`src/rtl/jk_cmd_sequencer.sv`:
```
// rtl/jk_cmd_sequencer.sv - queued J/K command driver for a downstream jk_ff
// Optional expected-q checker enabled by defining JKSEQ_CHECK_EN.
module jk_cmd_sequencer #(
  parameter int DEPTH = 4,
  parameter int CNT_W = 4
) (
  input  logic             clk,
  input  logic             rst_n,
  input  logic             cmd_valid,
  output logic             cmd_ready,
  input  logic [1:0]       cmd_op,
  input  logic [CNT_W-1:0] cmd_len,
  output logic             j,
  output logic             k,
  output logic             busy,
  input  logic             q_fb,
  output logic             err
);

  localparam int AW = $clog2(DEPTH);
  localparam int EW = 2 + CNT_W;
  localparam logic [AW:0]      PTR_ONE = {{AW{1'b0}}, 1'b1};
  localparam logic [CNT_W-1:0] CNT_ONE = {{(CNT_W-1){1'b0}}, 1'b1};

  typedef enum logic {IDLE, RUN} state_t;

  // Command FIFO: pointers carry an extra wrap bit so full and empty differ.
  logic [EW-1:0]    mem_q [DEPTH];
  logic [AW:0]      wr_ptr_q, rd_ptr_q;
  logic             empty, full, push, pop;
  logic [EW-1:0]    head;
  logic [1:0]       head_op;
  logic [CNT_W-1:0] head_len, head_remain;

  assign empty     = (wr_ptr_q == rd_ptr_q);
  assign full      = (wr_ptr_q[AW] != rd_ptr_q[AW]) &&
                     (wr_ptr_q[AW-1:0] == rd_ptr_q[AW-1:0]);
  assign cmd_ready = !full;
  assign push      = cmd_valid && !full;
  assign head      = mem_q[rd_ptr_q[AW-1:0]];
  assign head_op   = head[EW-1 -: 2];
  assign head_len  = head[CNT_W-1:0];
  // A zero length still drives one cycle, so the counter is loaded with len-1.
  assign head_remain = (head_len == '0) ? '0 : head_len - CNT_ONE;

  // FIFO storage; stale entries are harmless because reset clears the pointers.
  always_ff @(posedge clk) begin
    if (push) begin
      mem_q[wr_ptr_q[AW-1:0]] <= {cmd_op, cmd_len};
    end
  end

  // FIFO pointers; a pop frees its slot for pushes only from the next cycle.
  always_ff @(posedge clk or negedge rst_n) begin
    if (!rst_n) begin
      wr_ptr_q <= '0;
      rd_ptr_q <= '0;
    end else begin
      if (push) wr_ptr_q <= wr_ptr_q + PTR_ONE;
      if (pop)  rd_ptr_q <= rd_ptr_q + PTR_ONE;
    end
  end

  // Sequencer FSM state, run counter and registered J/K drive.
  state_t           state_q, state_d;
  logic [CNT_W-1:0] remain_q, remain_d;
  logic             j_q, k_q, j_d, k_d;

  // State register: reset aborts any command and parks J/K at hold.
  always_ff @(posedge clk or negedge rst_n) begin
    if (!rst_n) begin
      state_q  <= IDLE;
      remain_q <= '0;
      j_q      <= 1'b0;
      k_q      <= 1'b0;
    end else begin
      state_q  <= state_d;
      remain_q <= remain_d;
      j_q      <= j_d;
      k_q      <= k_d;
    end
  end

  // Next state: the last cycle of a run chains straight into the next command.
  always_comb begin
    state_d  = state_q;
    remain_d = remain_q;
    case (state_q)
      IDLE: begin
        if (!empty) begin
          state_d  = RUN;
          remain_d = head_remain;
        end
      end
      RUN: begin
        if (remain_q != '0) begin
          remain_d = remain_q - CNT_ONE;
        end else if (!empty) begin
          remain_d = head_remain;
        end else begin
          state_d = IDLE;
        end
      end
      default: state_d = IDLE;
    endcase
  end

  // Outputs: FIFO pop strobe and the J/K value registered at this edge.
  always_comb begin
    pop = 1'b0;
    j_d = j_q;
    k_d = k_q;
    case (state_q)
      IDLE: begin
        if (!empty) begin
          pop        = 1'b1;
          {j_d, k_d} = head_op;
        end else begin
          {j_d, k_d} = 2'b00;
        end
      end
      RUN: begin
        if (remain_q == '0) begin
          if (!empty) begin
            pop        = 1'b1;
            {j_d, k_d} = head_op;
          end else begin
            {j_d, k_d} = 2'b00;
          end
        end
      end
      default: {j_d, k_d} = 2'b00;
    endcase
  end

  assign j    = j_q;
  assign k    = k_q;
  assign busy = (state_q == RUN) || !empty;

`ifdef JKSEQ_CHECK_EN
  logic exp_q_q, exp_valid_q, err_q;

  // Expected-q model; checking starts once a SET or RESET has fixed the state.
  always_ff @(posedge clk or negedge rst_n) begin
    if (!rst_n) begin
      exp_q_q     <= 1'b0;
      exp_valid_q <= 1'b0;
      err_q       <= 1'b0;
    end else begin
      case ({j_q, k_q})
        2'b01:   exp_q_q <= 1'b0;
        2'b10:   exp_q_q <= 1'b1;
        2'b11:   exp_q_q <= ~exp_q_q;
        default: exp_q_q <= exp_q_q;
      endcase
      if (j_q ^ k_q) exp_valid_q <= 1'b1;
      if (exp_valid_q && (q_fb != exp_q_q)) err_q <= 1'b1;
    end
  end

  assign err = err_q;
`else
  logic unused_q_fb;
  assign unused_q_fb = q_fb;
  assign err         = 1'b0;
`endif

endmodule

```
`config.mk`:
```
export PLATFORM = sky130hd
export DESIGN_NAME = jk_cmd_sequencer
export DESIGN_NICKNAME = d
export VERILOG_FILES = /design/src/rtl/jk_cmd_sequencer.sv
export SDC_FILE = /design/constraint.sdc
export NUM_CORES = 1
export LEC_CHECK = 0
export BUFFER_PORTS_ARGS = -buffer_cell sky130_fd_sc_hd__buf_2
export CORE_ASPECT_RATIO = 0.9
export CORE_MARGIN = 2
export CORE_UTILIZATION = 45
export CTS_CLUSTER_DIAMETER = 60
export CTS_CLUSTER_SIZE = 20
export DETAILED_ROUTE_END_ITERATION = 6
export RECOVER_POWER = 100
export SETUP_SLACK_MARGIN = 0.2
export SYNTH_ARGS = -nofsm -noshare
export SYNTH_HDL_FRONTEND = slang
export SYNTH_SLANG_ARGS = --single-unit
```
`constraint.sdc`:
```
create_clock -name clk -period 6.05 [get_ports clk]
set_input_delay 0.9075 -clock clk [delete_from_list [all_inputs] [get_ports clk]]
set_output_delay 0.9075 -clock clk [all_outputs]
set_load 0.05 [all_outputs]
```
==> results of run 1 <==
sequential cells by signal (all words and copies together), names as in the netlist:
register / cells
j: 1
k: 1
mem_q: 24
rd_ptr_q: 3
remain_q: 4
state_q: 1
wr_ptr_q: 3
cell families after synthesis:
kind of cell / Yosys count / synth area share (%)
other: 1 / 0.2232
xor gates and xnor gates: 7 / 3.649
AOI/OAI and AO/OA: 15 / 6.181
DFF: 37 / 62.25
buffers and inverters: 11 / 3.127
adders and majority gates: 6 / 4.467
muxes: 8 / 10.28
and+or+nand+nor: 31 / 9.829
synthesized netlist by cell type (2+ instances only):
cell,n
mux4_1,4
o21ai_0,5
nor3_1,2
nand3_1,4
a31oi_1,2
inv_1,8
mux2_2,2
ha_1,6
nand2b_1,2
edfxtp_1,24
xnor2_1,4
and2_1,4
dfrtp_1,13
nor2_1,4
nand2_1,9
o311ai_1,2
xor2_1,3
mux4_2,2
where the power goes:
group          total [mW]  switching [mW]  internal, mW
logic               0.377           0.222         0.156
clock network       0.214          0.0797         0.134
registers           0.418          0.0633         0.355
total                1.01           0.365         0.644
layout by cell type (no fill, tap or decap):
cell type,synthesis,routed
and2_2,1,1
dfrtp_1,13,13
nand2b_1,2,2
nor2_1,4,4
o22ai_1,1,1
conb_1,1,1
o311ai_0,0,2
a211oi_1,1,1
buf_2,0,1
mux4_1,4,4
nand2_1,9,9
xnor2_1,4,4
mux2_2,2,2
inv_1,8,8
o21ai_0,5,5
nand3b_1,1,1
or4b_1,1,1
nand3_1,4,4
a31oi_1,2,2
or2_2,1,1
bufinv_16,0,1
xor2_1,3,3
a221o_1,1,1
o21bai_1,1,1
clkbuf_1,1,12
ha_1,6,6
mux4_2,2,2
a221oi_1,1,1
clkbuf_8,0,6
and3b_1,0,1
and2_0,0,4
nor3_1,2,2
o2111ai_1,1,1
or3_2,1,1
edfxtp_1,24,24
through the flow:
stage	area (um2)	power, mW	setup slack [ps]	utilization [%]
finish	1877	1.009	3198	51.39
global route	1877	1.094	3026	51.39
CTS	1892	1.030	3383	51.80
detailed placement	1775	0.8140	3697	48.61
global placement	1775	0.8023	3694	48.61
floorplan	1680	0.7271	3781	-
path summary, 6_finish.rpt:
kind | startpoint | to | slack, ps | depth (start not counted)
max | rd_ptr_q[0] | busy | 3200 | 4
min | k | k | 470 | 2
max reg2reg | rd_ptr_q[0] | remain_q[2] | 3710 | 4
min reg2reg | k | k | 470 | 2
max in group asynchronous | rst_n | remain_q[0] | 4910 | 1
min in group asynchronous | rst_n | rd_ptr_q[2] | 670 | 1
worst max-delay path: cells and delay by family, from the launching register on:
family,cells,cell delay (ps)
flops,1,630
buf+inv,1,470
simple gates,2,360
xor+xnor,1,200
per-layer routing:
layer / track usage (%) / share of wire (%)
met1: 19.50 / 47
met2: 24.31 / 48
met3: 5.586 / 3.6
met4: 6.000 / 0.92
met5: 0 / 0
area by class of cell:
cell class                 count  share of cell area (%)
clock inverter                 1                   1.600
tap                           46                   3.067
inverter                       8                   1.600
sequential                    37                   55.73
timing repair buffer          12                   2.467
multi-input combinational     68                   30.93
clock buffer                   7                   4.600
==> impl_metrics.tcl, run 1 <==
set metrics [dict create \
    viasPerCell 5.229 \
    slew_viol_final 0 \
    period_minus_slack_ps 2852 \
    final-setup-viol-count 0 \
    max_freq_mhz 350.6 \
    cap_violations 0 \
    syn_nets 132 \
    startpoint_type "flip-flop" \
    grt_pass1_wl_um 4429 \
    cts_tree "done" \
    postCtsHoldBufs 0 \
    antenna_found_initial 0 \
    fillCellCount 327 \
    path_class "reg -> out" \
    overflow 0 \
    whs_ps 471.7 \
    grt_max_degree 14 \
    synth_seq_cells 37 \
    synth-main-ff-cell "edfxtp_1" \
    netlist_area_um2 1680 \
    cp-end-kind "output pin" \
    worst_slew_pin_slew_ps 758.9 \
    path_cells "xnor2_1, and3b_1, nand2_1, clkbuf_1" \
    finalWirelength_um 2710 \
    final_cells 179 \
    run_status "complete, no violations" \
    dp_hpwl_um 1935 \
    multi_input_area_um2 580.6 \
    die_x_um 68.42 \
    cp_slowest_cell "dfrtp_1" \
    cpPeakStageDelay_ps 630 \
    syn-instance-count 116 \
    io_buffers 12 \
    detail_route.iter0.violations 40 \
    cts.repair.resized 0 \
    clk_latency_ps 280 \
    vias 936 \
    tns_ps 0 \
    firstDrtPassIters 4 \
    async_flop_share_pct 35.14 \
    worstPathArrival_ps 1940 \
    synth_cell_types 34 \
    relSlewSlack_pct 49.41 \
    yosys.area.top_type "edfxtp_1" \
    p_leak_nw 0.7163 \
    cts_sinks 37 \
    skew_ps 8.818 \
    yosysSeqAreaShare_pct 62.25 \
    crit_required_ps 5140 \
    gp_congestion 0.7511 \
    fin_crit_sh_pct 47.15 \
    drc 0 \
    wl_per_cell_um 15.14 \
    fin_nets 148 \
    track_usage_pct 15.39 \
    die_y_um 61.97 \
    htreeDepth 2 \
    crit_fanout 9 \
    area_delta_synth_final_pct 11.69 \
    synth_top_area_share_pct 42.89 \
    yosysWarnings 0 \
    die-area_um2 4240 \
    synth_edf_count 24 \
    vdd_drop_max_uv 217.8 \
    clock_path_buffers 2 \
    grt_pass1_vias 904 \
    power_density_nw_per_um2 537.7 \
    synth_area_leaders "edfxtp_1 (43%), dfrtp_1 (19%), mux4_1 (6.3%)" \
    drt.antenna.violating_nets 0 \
    core_area_um2 3652 \
    cts-root-buf "clkbuf_8" \
    clk_pin_slew_ps 70 \
    dp_cells 171 \
    hold_viol 0 \
    rows 21 \
    n_antenna_cell 0 \
    io_pins 15 \
    cts_setup_buffers 0 \
    rsz0062_at_grt "no" \
    syn_area_per_cell_um2 14.49 \
    drive_above_1_share_pct 11.28 \
    cts-buffers-inserted 5 \
    hold_path_class "reg -> reg" \
    start_util_pct 46.01 \
    seq_area_um2 1046 \
]
No activity file was read; power rests on OpenSTA's default activity.
==> inputs of run 2 (changes only) <==
Settings changed: ABC_AREA from default to 1, PLACE_DENSITY from default to 0.65.
Clock period 6.05 ns to 2.5 ns, I/O delays scaled along.
==> run 2 against run 1 <==
Synthesized cell count increased by 48%. Clock power increased by 130%. First-iteration DRC count increased by 53%. Sequential cell count unchanged. Power increased to 2.6 times the previous value. Sequential power increased by 130%. Clock skew decreased by 4.5 ps. Register-to-register slack got worse by 3400 ps. Critical path depth increased by 2. Setup slack got worse by 3000 ps.
==> impl_metrics.tcl, run 2 <==
set metrics [dict create \
    run_status "complete, no violations" \
    die_x_um 70.12 \
    tns_ps 0 \
    synth_area_leaders "edfxtp_1 (41%), dfrtp_1 (18%), nand2_1 (7.8%)" \
    drt.antenna.violating_nets 0 \
    path_class "reg -> out" \
    cap_violations 0 \
    skew_ps 4.283 \
    min-delay-start "cmd_len[3]" \
    hold_viol 0 \
    dp_hpwl_um 2145 \
    slew_viol_final 0 \
    yosys.cell_count.top_type "nand2_1" \
    gp_congestion 0.7995 \
    track_usage_pct 15.36 \
    grt_max_degree 15 \
    core_area_um2 3757 \
    cts_setup_buffers 0 \
    area_delta_synth_final_pct 9.682 \
    cp_slowest_cell "dfrtp_1" \
    p_leak_nw 0.8413 \
    n_antenna_cell 0 \
    yosysWarnings 0 \
    reg2reg_from "rd_ptr_q[1]" \
    grt_pass1_wl_um 5106 \
    fin_crit_sh_pct 90.20 \
    final-setup-viol-count 0 \
    async_flop_share_pct 35.14 \
    finalWirelength_um 3066 \
    synth_seq_cells 37 \
    cp_common_cell "nand2_1" \
    synth_cell_types 29 \
    cp-end-kind "output pin" \
    relSlewSlack_pct 33.12 \
    power_density_nw_per_um2 1328 \
    clk_latency_ps 290 \
    clk_pin_slew_ps 70 \
    die_y_um 63.51 \
    path_cells "inv_4, nand2_1, nand2_1, nand3_2, or2_2, buf_2" \
    worst_slew_pin_slew_ps 992.7 \
    max_freq_mhz 443.5 \
    crit_start "rd_ptr_q[1]" \
    grt_pass1_vias 1140 \
    clock_path_buffers 2 \
    cts_sinks 37 \
    wl_per_cell_um 12.99 \
    synth_edf_count 24 \
    syn_area_per_cell_um2 10.29 \
    crit_required_ps 2120 \
    worstPathArrival_ps 1880 \
    fin_nets 205 \
    cts-buffers-inserted 5 \
    rows 21 \
    antenna_found_initial 0 \
    htreeDepth 2 \
    hold_path_class "in -> reg" \
    io_pins 15 \
    yosysSeqAreaShare_pct 59.08 \
    startpoint_type "flip-flop" \
    die-area_um2 4453 \
    mostFrequentLayoutCell "nand2_1" \
    syn_nets 188 \
    vdd_drop_max_uv 521.2 \
    netlist_area_um2 1770 \
    synth_common_cells "nand2_1 (37), edfxtp_1 (24), inv_1 (19)" \
    io_buffers 12 \
    synth_top_area_share_pct 40.71 \
    detail_route.iter0.violations 61 \
    start_util_pct 47.12 \
    period_minus_slack_ps 2255 \
    overflow 0 \
    drc 0 \
    crit_fanout 9 \
    vias 1173 \
    cpPeakStageDelay_ps 520 \
    rsz0062_at_grt "no" \
    mostFrequentLayoutCells "nand2_1 (39), edfxtp_1 (24), inv_1 (19), nand3_1 (15), nor2_1 (15)" \
    cts-root-buf "clkbuf_8" \
    largest_reg_flops 24 \
    cts_tree "done" \
    synth-main-ff-cell "edfxtp_1" \
    firstDrtPassIters 4 \
    drive_above_1_share_pct 11.05 \
    syn-instance-count 172 \
    final_util_pct 51.68 \
    yosys.area.top_type "edfxtp_1" \
    viasPerCell 4.970 \
]
## run 2: power breakdown
group          switching, mW  internal (mW)
Sequential             0.119          0.853
Combinational          0.754          0.353
Clock                  0.204          0.294
Total                   1.08           1.50
## run 2: what timing repair did
action	4_1_cts	5_1_grt
hold endpoints to repair	13	0
hold buffers	1	0
endpoints found under the setup margin	0	1
resized for setup	0	1
## run 2: cell type report
cell class              count  area [um2]
clock buffers               6       72.57
clock inverters             2       33.78
fillers                   329        1815
inverters                  22       85.08
multi-input cells         109       581.8
flip-flops and latches     37        1046
well taps                  46       57.56
repair buffers             14       65.06
## run 2: layer usage
layer,up-vias,global-route usage (%),part of all wire (%)
li1,596,-,-
met5,-,0,0
met4,0,6.490,1.1
met3,5,6.240,5.3
met1,545,18.11,47
met2,27,24.88,47
## run 2: cells by family after synthesis
family,Yosys count,synth area share [%]
adder cells (fa/ha/maj),6,4.240
XOR/XNOR,5,2.898
AND/OR/NAND/NOR,80,21.48
other,1,0.2118
buffers and inverters,26,6.572
AO/OA/AOI/OAI,17,5.513
flip-flops,37,59.08
## run 2: worst paths after layout
check	endpoint	slack [ps]	cells past startpoint
worst min-delay path	mem_q[2][3]	340	1
max in group asynchronous	remain_q[0]	1360	2
min in group asynchronous	wr_ptr_q[1]	660	2
worst min register to register	j	480	2
worst max-delay path	busy	240	6
worst max register to register	mem_q[3][5]	360	6
## run 2: worst max-delay path: cells and delay by family (launching register included)
family | cells | cell delay [ps]
and+or+nand+nor | 4 | 680
DFF | 1 | 520
buffers and inverters | 2 | 380
## run 2: stage by stage
stage	hold slack, ps	cells	setup WS [ps]	power [mW]	instance area [um2]
3_3_place_gp	278.5	227	587.4	2.093	1864
6_report	339.2	236	245.0	2.578	1942
3_5_place_dp	281.7	227	517.3	2.144	1864
2_1_floorplan	79.41	172	773.0	1.903	1770
4_1_cts	291.1	236	262.9	2.640	1981
5_1_grt	351.6	236	156.1	2.784	1942
==> inputs of run 3 (changes only) <==
Settings changed: ABC_AREA 1 to default, CORE_UTILIZATION 45 to 30, PLACE_DENSITY 0.65 to default.
==> run 3 against run 2 <==
Critical endpoint unchanged. First-iteration DRC count decreased by 54%. Highest routed layer unchanged. Clock power decreased by 17%. Sequential cell count unchanged. Worst hold slack improved by 4.1 ps.
==> impl_metrics.tcl, run 3 (synthesized netlist as in run 1, its figures left out) <==
set metrics [dict create \
    vias 938 \
    antenna_found_initial 0 \
    skew_ps 7.500 \
    drc 0 \
    cts-root-buf "clkbuf_8" \
    crit_required_ps 2120 \
    clk_pin_slew_ps 70 \
    max_freq_mhz 441.2 \
    worst_slew_pin_slew_ps 723.6 \
    wl_per_cell_um 14.10 \
    rsz0062_at_grt "no" \
    die_y_um 75 \
    grt_pass1_vias 989 \
    cts.repair.resized 0 \
    tns_ps 0 \
    htreeDepth 2 \
    cap_violations 0 \
    p_int_mw 1.447 \
    whs_ps 343.3 \
    detail_route.iter0.violations 28 \
    power_frac_comb_pct 40.5 \
    hold_path_class "in -> reg" \
    worstPathArrival_ps 1890 \
    area_delta_synth_final_pct 12.81 \
    swShare_pct 39.10 \
    dp_cells 193 \
    grt_util_met1_pct 12.65 \
    die-area_um2 6217 \
    cp-end-kind "output pin" \
    final-setup-viol-count 0 \
    fin_crit_sh_pct 90.66 \
    overflow 0 \
    fillCellCount 524 \
    slew_viol_final 0 \
    cts_sinks 37 \
    cts-buffers-inserted 5 \
    n_antenna_cell 0 \
    vdd_drop_max_uv 480.8 \
    final_cells 202 \
    hold_viol 0 \
    power_density_nw_per_um2 1253 \
    final_util_pct 35.65 \
    largest_reg_flops 24 \
    fin_nets 150 \
    finalWirelength_um 2849 \
    mostFrequentLayoutCells "edfxtp_1 (24), dfrtp_1 (13), clkbuf_1 (10), nand2_1 (9), inv_1 (8)" \
    io_pins 15 \
    power.sequential.fraction_pct 42.0 \
    gp_congestion 0.7403 \
    crit_fanout 5 \
    period_minus_slack_ps 2266 \
    run_status "complete, no violations" \
    grt_pass1_wl_um 4795 \
    drt.antenna.violating_nets 0 \
    firstDrtPassIters 4 \
    cp_slowest_cell "dfrtp_1" \
    path_class "reg -> out" \
    seq_area_um2 1046 \
    track_usage_pct 10.41 \
    clkPwrFrac_pct 17.5 \
    cts_setup_buffers 0 \
    cts_tree "done" \
    cpPeakStageDelay_ps 470 \
    clk_latency_ps 290 \
    rows 25 \
    path_cells "buf_4, xnor2_1, and3b_1, nand2_1, clkbuf_2" \
    clock_path_buffers 2 \
    p_leak_nw 0.7147 \
    grtUsageMet2_pct 17.74 \
    grt-busiest-layer "met2" \
    met3_usage_pct 3.399 \
    startpoint_type "flip-flop" \
    grt_max_degree 14 \
    viasPerCell 4.644 \
    drive_above_1_share_pct 13.33 \
    core_area_um2 5318 \
    die_x_um 82.89 \
    dp_hpwl_um 2101 \
    io_buffers 12 \
    start_util_pct 31.60 \
    multi_input_area_um2 580.6 \
    power.switching_mw 0.9290 \
    mostFrequentLayoutCell "edfxtp_1" \
    relSlewSlack_pct 51.76 \
]
==> run 3: power by group through the flow <==
stage,logic (mW),clock network [mW],registers [mW]
6_report,0.963,0.416,0.997
5_1_grt,1.08,0.453,1.03
4_1_cts,0.997,0.429,1.00
3_5_place_dp,0.989,0,1.01
3_3_place_gp,0.945,0,1.00
2_1_floorplan,0.761,0,0.999
==> run 3: worst max-delay path, delay by kind of cell (launching register included) <==
family	cells	cell delay (ps)
XOR/XNOR	1	260
AND/OR/NAND/NOR	2	420
buffers and inverters	2	440
flip-flops	1	470
==> run 3: timing repair <==
| item | 4_1_cts | 5_1_grt |
|---|---|---|
| setup endpoints to repair | 0 | 0 |
| hold endpoints to repair | 13 | 0 |
| hold buffers | 1 | 0 |
==> run 3: path summary, 6_finish.rpt <==
check,cells past startpoint,startpoint,endpoint,slack [ps]
worst min-delay path,1,cmd_len[0],mem_q[2][0],340
worst max-delay path,5,rd_ptr_q[0],busy,230
worst min register to register,2,k,k,480
max in group asynchronous,2,rst_n,remain_q[2],1390
worst max register to register,4,rd_ptr_q[0],mem_q[1][4],290
min in group asynchronous,2,rst_n,remain_q[1],650
==> run 3: metal layers <==
metal,up-vias,wire length (um)
met4,0,23
met5,-,0
li1,468,-
met3,3,113
met2,15,1342
met1,452,1370
==> run 3: through the flow <==
step	total power, mW	setup slack, ps	cell area (um2)
after floorplan	1.760	474.6	1680
after global placement	1.948	375.3	1809
after detailed placement	2.004	330.8	1809
after CTS	2.429	285.7	1909
after global routing	2.566	112.0	1896
final	2.376	233.6	1896
==> run 3: layout make-up <==
type | instances | area share, %
well taps | 67 | 4.422
clock buffers | 5 | 3.630
inverters | 8 | 1.584
flip-flops and latches | 37 | 55.18
repair buffers | 14 | 3.432
multi-input cells | 68 | 30.63
clock inverters | 3 | 1.122
